**src/rtl/config_tile_receiver.sv**
```systemverilog
// Config tile receiver: two-stage pipelined decode of a shared config bus into a
// small bank of 32-bit registers, with readback, a sticky bad-index flag and a
// load-complete detector driven by bus idle time.
module config_tile_receiver #(
  parameter logic [15:0] TILE_ID    = 16'h0015,
  parameter logic [7:0]  FEATURE_ID = 8'h00,
  parameter int unsigned NUM_REGS   = 8,
  parameter int unsigned DONE_IDLE  = 4
) (
  input  logic                     clk_in,
  input  logic                     reset_in,
  input  logic [31:0]              config_addr_in,
  input  logic [31:0]              config_data_in,
  input  logic                     config_read_in,
  output logic [32*NUM_REGS-1:0]   config_regs_out,
  output logic [31:0]              read_data_out,
  output logic                     read_valid_out,
  output logic                     err_out,
  output logic                     done_out
);

  typedef enum logic [1:0] {StEmpty, StLoading, StDone} state_e;

  localparam logic [3:0] DoneIdle = 4'(DONE_IDLE);

  // Stage-1 pipeline registers
  logic [31:0] r_addr;
  logic [31:0] r_data;
  logic        r_read;

  // Architectural state
  logic [NUM_REGS-1:0][31:0] r_regs;
  logic [31:0]               r_read_data;
  logic                      r_read_valid;
  logic                      r_err;
  logic                      r_done;
  state_e                    r_state;
  logic [3:0]                r_idle_cnt;

  // Stage-2 decode
  logic        w_hit;
  logic [7:0]  w_idx;
  logic        w_in_range;
  logic        w_wr;
  logic        w_rd;
  logic        w_bad;
  logic        w_idle;
  logic [31:0] w_rd_word;
  state_e      w_state_next;
  logic [3:0]  w_idle_next;

  // Stage 1: capture the bus every cycle, unconditionally
  always_ff @(posedge clk_in or negedge reset_in) begin
    if (!reset_in) begin
      r_addr <= '0;
      r_data <= '0;
      r_read <= 1'b0;
    end else begin
      r_addr <= config_addr_in;
      r_data <= config_data_in;
      r_read <= config_read_in;
    end
  end

  // Stage-2 address decode and classification of the registered operation
  always_comb begin
    w_idle     = (r_addr == '0);
    w_hit      = !w_idle && (r_addr[15:0] == TILE_ID) && (r_addr[23:16] == FEATURE_ID);
    w_idx      = r_addr[31:24];
    w_in_range = ({24'd0, w_idx} < NUM_REGS);
    w_wr       = w_hit && !r_read && w_in_range;
    w_rd       = w_hit && r_read && w_in_range;
    w_bad      = w_hit && !w_in_range;
  end

  // Readback mux; compares against constant indices so no out-of-range select exists
  always_comb begin
    w_rd_word = '0;
    for (int r = 0; r < NUM_REGS; r++) begin
      if (w_idx == 8'(r)) begin
        w_rd_word = r_regs[r];
      end
    end
  end

  // Config register bank: accepted writes land at the stage-2 edge
  always_ff @(posedge clk_in or negedge reset_in) begin
    if (!reset_in) begin
      r_regs <= '0;
    end else begin
      for (int r = 0; r < NUM_REGS; r++) begin
        if (w_wr && (w_idx == 8'(r))) begin
          r_regs[r] <= r_data;
        end
      end
    end
  end

  // Read strobe, held readback data and sticky error flag
  always_ff @(posedge clk_in or negedge reset_in) begin
    if (!reset_in) begin
      r_read_data  <= '0;
      r_read_valid <= 1'b0;
      r_err        <= 1'b0;
    end else begin
      r_read_valid <= w_rd;
      if (w_rd) begin
        r_read_data <= w_rd_word;
      end
      if (w_bad) begin
        r_err <= 1'b1;
      end
    end
  end

  // Load FSM next state: idle counting only while LOADING, saturating at 15
  always_comb begin
    w_state_next = r_state;
    w_idle_next  = r_idle_cnt;
    case (r_state)
      StEmpty: begin
        if (w_wr) begin
          w_state_next = StLoading;
          w_idle_next  = '0;
        end
      end
      StLoading: begin
        if (w_idle) begin
          if (r_idle_cnt != 4'hF) begin
            w_idle_next = r_idle_cnt + 4'd1;
          end
          if (w_idle_next >= DoneIdle) begin
            w_state_next = StDone;
          end
        end else begin
          w_idle_next = '0;
        end
      end
      StDone: begin
        if (w_wr) begin
          w_state_next = StLoading;
          w_idle_next  = '0;
        end
      end
      default: begin
        w_state_next = StEmpty;
        w_idle_next  = '0;
      end
    endcase
  end

  // Load FSM state, idle counter and registered done flag
  always_ff @(posedge clk_in or negedge reset_in) begin
    if (!reset_in) begin
      r_state    <= StEmpty;
      r_idle_cnt <= '0;
      r_done     <= 1'b0;
    end else begin
      r_state    <= w_state_next;
      r_idle_cnt <= w_idle_next;
      r_done     <= (w_state_next == StDone);
    end
  end

  assign config_regs_out = r_regs;
  assign read_data_out   = r_read_data;
  assign read_valid_out  = r_read_valid;
  assign err_out         = r_err;
  assign done_out        = r_done;

endmodule
```
**config.mk**
```make
export PLATFORM = sky130hd
export DESIGN_NAME = config_tile_receiver
export DESIGN_NICKNAME = d
export VERILOG_FILES = /design/src/rtl/config_tile_receiver.sv
export SDC_FILE = /design/constraint.sdc
export NUM_CORES = 1
export LEC_CHECK = 0
export CAP_MARGIN = 15
export CORE_MARGIN = 10
export CORE_UTILIZATION = 35
export CTS_CLUSTER_SIZE = 28
export DETAILED_ROUTE_END_ITERATION = 10
export SLEW_MARGIN = 20
export SYNTH_ARGS = -nofsm -noshare
export SYNTH_HDL_FRONTEND = slang
export SYNTH_SLANG_ARGS = --single-unit
export TNS_END_PERCENT = 100
```
**constraint.sdc**
```tcl
create_clock -name clk_in -period 3.47 [get_ports clk_in]
set_input_delay 0.694 -clock clk_in [delete_from_list [all_inputs] [get_ports clk_in]]
set_output_delay 0.694 -clock clk_in [all_outputs]
set_load 0.005 [all_outputs]
```
==> flow_summary.yaml <==
run_status:
  status: "finished, final reports clean"
global_route:
  grt.total_usage_pct: 19.1
  grt_max_degree: 79
  overflow: 0
  grt_first_pass_wirelength_um: 73900
  antenna_found_initial: 0
  grt_pass1_vias: 10900
synth:
  ys.flop_type: "dfrtp_1"
  synth_top_area_share_pct: 60.3
  synth_edf_count: 0
  synth_nets: 1084
  synthArstFlopShare_pct: 100
  ys_warn_count: 0
  yosysUniqueCellTypes: 37
  synth-seq-cells: 362
  synth.avg_cell_area_um2: 14.8
  syn_area_um2: 15000
  synthTopCellsByCount: "362 x dfrtp_1, 185 x mux2_2, 60 x mux2_4"
  yosysMostFrequentCell: "dfrtp_1"
  syn_inst: 1016
  synthTopCellsByArea: "dfrtp_1 60%, mux2_2 14%, mux2_4 6.0%"
  yosysTopAreaCell: "dfrtp_1"
  yosysSeqAreaShare_pct: 60.3
detailed_routing:
  dr.first_iter.drc_count: 626
  wl_per_cell_um: 25.2
  firstDrtPassIters: 4
  vias: 10100
  routed_wl_um: 49400
  ant_nets: 0
  route.detailed.drc: 0
  vias_per_cell: 5.14
layout:
  syn2layout_area_growth_pct: 38.2
  drive_gt1_share_pct: 28.3
  instances_no_fill: 1958
  n_antenna_cell: 0
  nNetsFinal: 1457
place:
  hpwl_um: 34600
  gp_congestion: 0.792
  io_buffers: 357
  dp.cells: 1885
  dp_slack_ns: 0.631
timing:
  rsz0062_at_grt: "false"
  layout_setup_ws_ns: 0.644
  finalHoldViolations: 0
  worstMarginPinSlew_ns: 0.711
  period_needed_ns: 2.83
  setup_violations: 0
  fin_crit_sh_pct: 81.4
  drv_slew: 0
  finalClockSkew_ns: 0.0163
  slew_headroom_pct: 52.6
  setup_tns_ns: 0
  maxClockFrequency_mhz: 354
pwr:
  swShare_pct: 22.0
  vdd_drop_max_mv: 0.302
  powerDensity_nw_per_um2: 437
  seqPwrFrac_pct: 47.8
  pwr-share-comb_pct: 3.4
  switchingPower_uw: 1990
  p_leak_uw: 0.00958
  p_clk_share_pct: 48.8
  p_int_uw: 7070
job:
  maxCapViolations: 0
hold_path:
  min_path_type: "input port to asynchronous set/reset pin"
setup_path:
  cp_slowest_cell: "or4_2"
  cp.required_ns: 3.90
  start_kind: "register"
  critPathKind: "register to register"
  crit_chain: "nor4_1 -> and4_1 -> nand2_1 -> or4_2 -> buf_4 -> mux2_1"
  end_kind: "register"
  critPathArrivalTime_ns: 3.25
  path_max_fanout: 18
  crit_path_max_incr_delay_ns: 0.70
floorplanning:
  dieArea_um2: 51600
  chipWidth_um: 227
  fp.dieH_um: 227
  core_area_um2: 42200
  row_count: 75
  start_util_pct: 35.6
  ioPinCount: 358
clock_tree:
  cts_buffers: 41
  hold_buffers: 0
  cts_root_buf: "clkbuf_16"
  clock_path_buffers: 3
  insertion_delay_ns: 0.55
  clock_sinks: 362
  htreeDepth: 2
  clk_pin_slew_ns: 0.06
  cts_tree: "built"
  cts_resized: 0
  postCtsSetupBuffers: 0
area by class of cell:
type,count,area [µm²]
Timing Repair Buffer,396,3920
Fill cell,3694,21500
Multi-Input combinational cell,583,5680
Clock buffer,54,1210
Sequential cell,362,9070
Inverter,5,18.8
Clock inverter,19,185
Tap cell,539,674
worst max-delay path: cells and delay by family (launching register included):
kind / cells / cell delay, ns
buffers and inverters: 1 / 0.29
DFF: 1 / 0.36
muxes: 1 / 0.35
and+or+nand+nor: 4 / 1.69
stage by stage:
step                      util [%]  hold WS (ns)  power [µW]  cell area (µm²)
final                         49.1         0.133        9060            20700
after global routing          49.1         0.164        9420            20700
after CTS                     49.1         0.147        9200            20700
after detailed placement      45.8         0.452        4730            19400
after global placement        45.8         0.464        4730            19400
after floorplan                  -         0.398        4480            15000
flip-flops by register name, indices dropped and copies added, names as in the netlist:
signal	flops
config_regs_out	256
r_addr	32
r_data	32
read_data_out	32
r_idle_cnt	4
r_state	2
done_out	1
err_out	1
r_read	1
read_valid_out	1
kinds of logic (layout without fill, tap and decap cells):
| logic type | Yosys count | in the layout | synth area share [%] |
|---|---|---|---|
| AOI/OAI and AO/OA | 143 | 143 | 5.62 |
| and+or+nand+nor | 118 | 118 | 3.83 |
| adders and majority gates | 1 | 1 | 0.0833 |
| DFF | 362 | 362 | 60.3 |
| muxes | 320 | 320 | 27.9 |
| buffers and inverters | 71 | 474 | 2.20 |
| xor gates and xnor gates | 1 | 1 | 0.0583 |
layer usage:
layer / vias to the layer above / routed length [µm] / GRT usage (%)
met5: - / 0 / 0
met4: 0 / 736 / 4.66
met1: 5256 / 21700 / 25.3
met3: 44 / 3790 / 5.57
met2: 295 / 23200 / 30.2
li1: 4476 / - / -
path summary, 6_finish.rpt:
path	endpoint	slack, ns	from	cells after the start
hold reg to reg	err_out$_DFFE_PN0P_	0.46	err_out$_DFFE_PN0P_	1
max in group asynchronous	config_regs_out[107]$_DFFE_PN0P_	2.31	reset_in	3
setup / recovery	config_regs_out[64]$_DFFE_PN0P_	0.64	r_addr[13]$_DFF_PN0_	6
hold / removal	config_regs_out[90]$_DFFE_PN0P_	0.13	reset_in	1
setup reg to reg	config_regs_out[64]$_DFFE_PN0P_	0.64	r_addr[13]$_DFF_PN0_	6
min in group clk_in	err_out$_DFFE_PN0P_	0.46	err_out$_DFFE_PN0P_	1
power by group through the flow:
stage	sequential (µW)	clock, µW	combinational, µW
after floorplan	4370	0	109
after global placement	4410	0	317
after detailed placement	4410	0	320
after CTS	4330	4550	321
after global routing	4340	4740	345
final	4330	4420	310
placed cells by master, fill, tap and decap left out, drive strengths merged:
cell,synthesis,layout
nor2b,1,1
or4,3,3
mux4,32,32
nand3,2,2
buf,27,40
clkbuf,39,54
xor2,1,1
o22ai,32,32
nand4,4,4
bufinv,0,3
a21o,2,2
dfrtp,362,362
inv,5,8
or2,1,1
o21ai,40,40
nand4b,1,1
o211ai,33,33
nor2,38,38
and3,6,6
nand2b,2,2
mux2,288,288
nor4,7,7
nor3,6,6
a21oi,36,36
and4b,1,1
and4,1,1
or3,1,1
ha,1,1
nand3b,2,2
and2,3,3
nand2,39,39
clkdlybuf4s50,0,356
clkinv,0,13
Power figures use the tool's default switching activity.
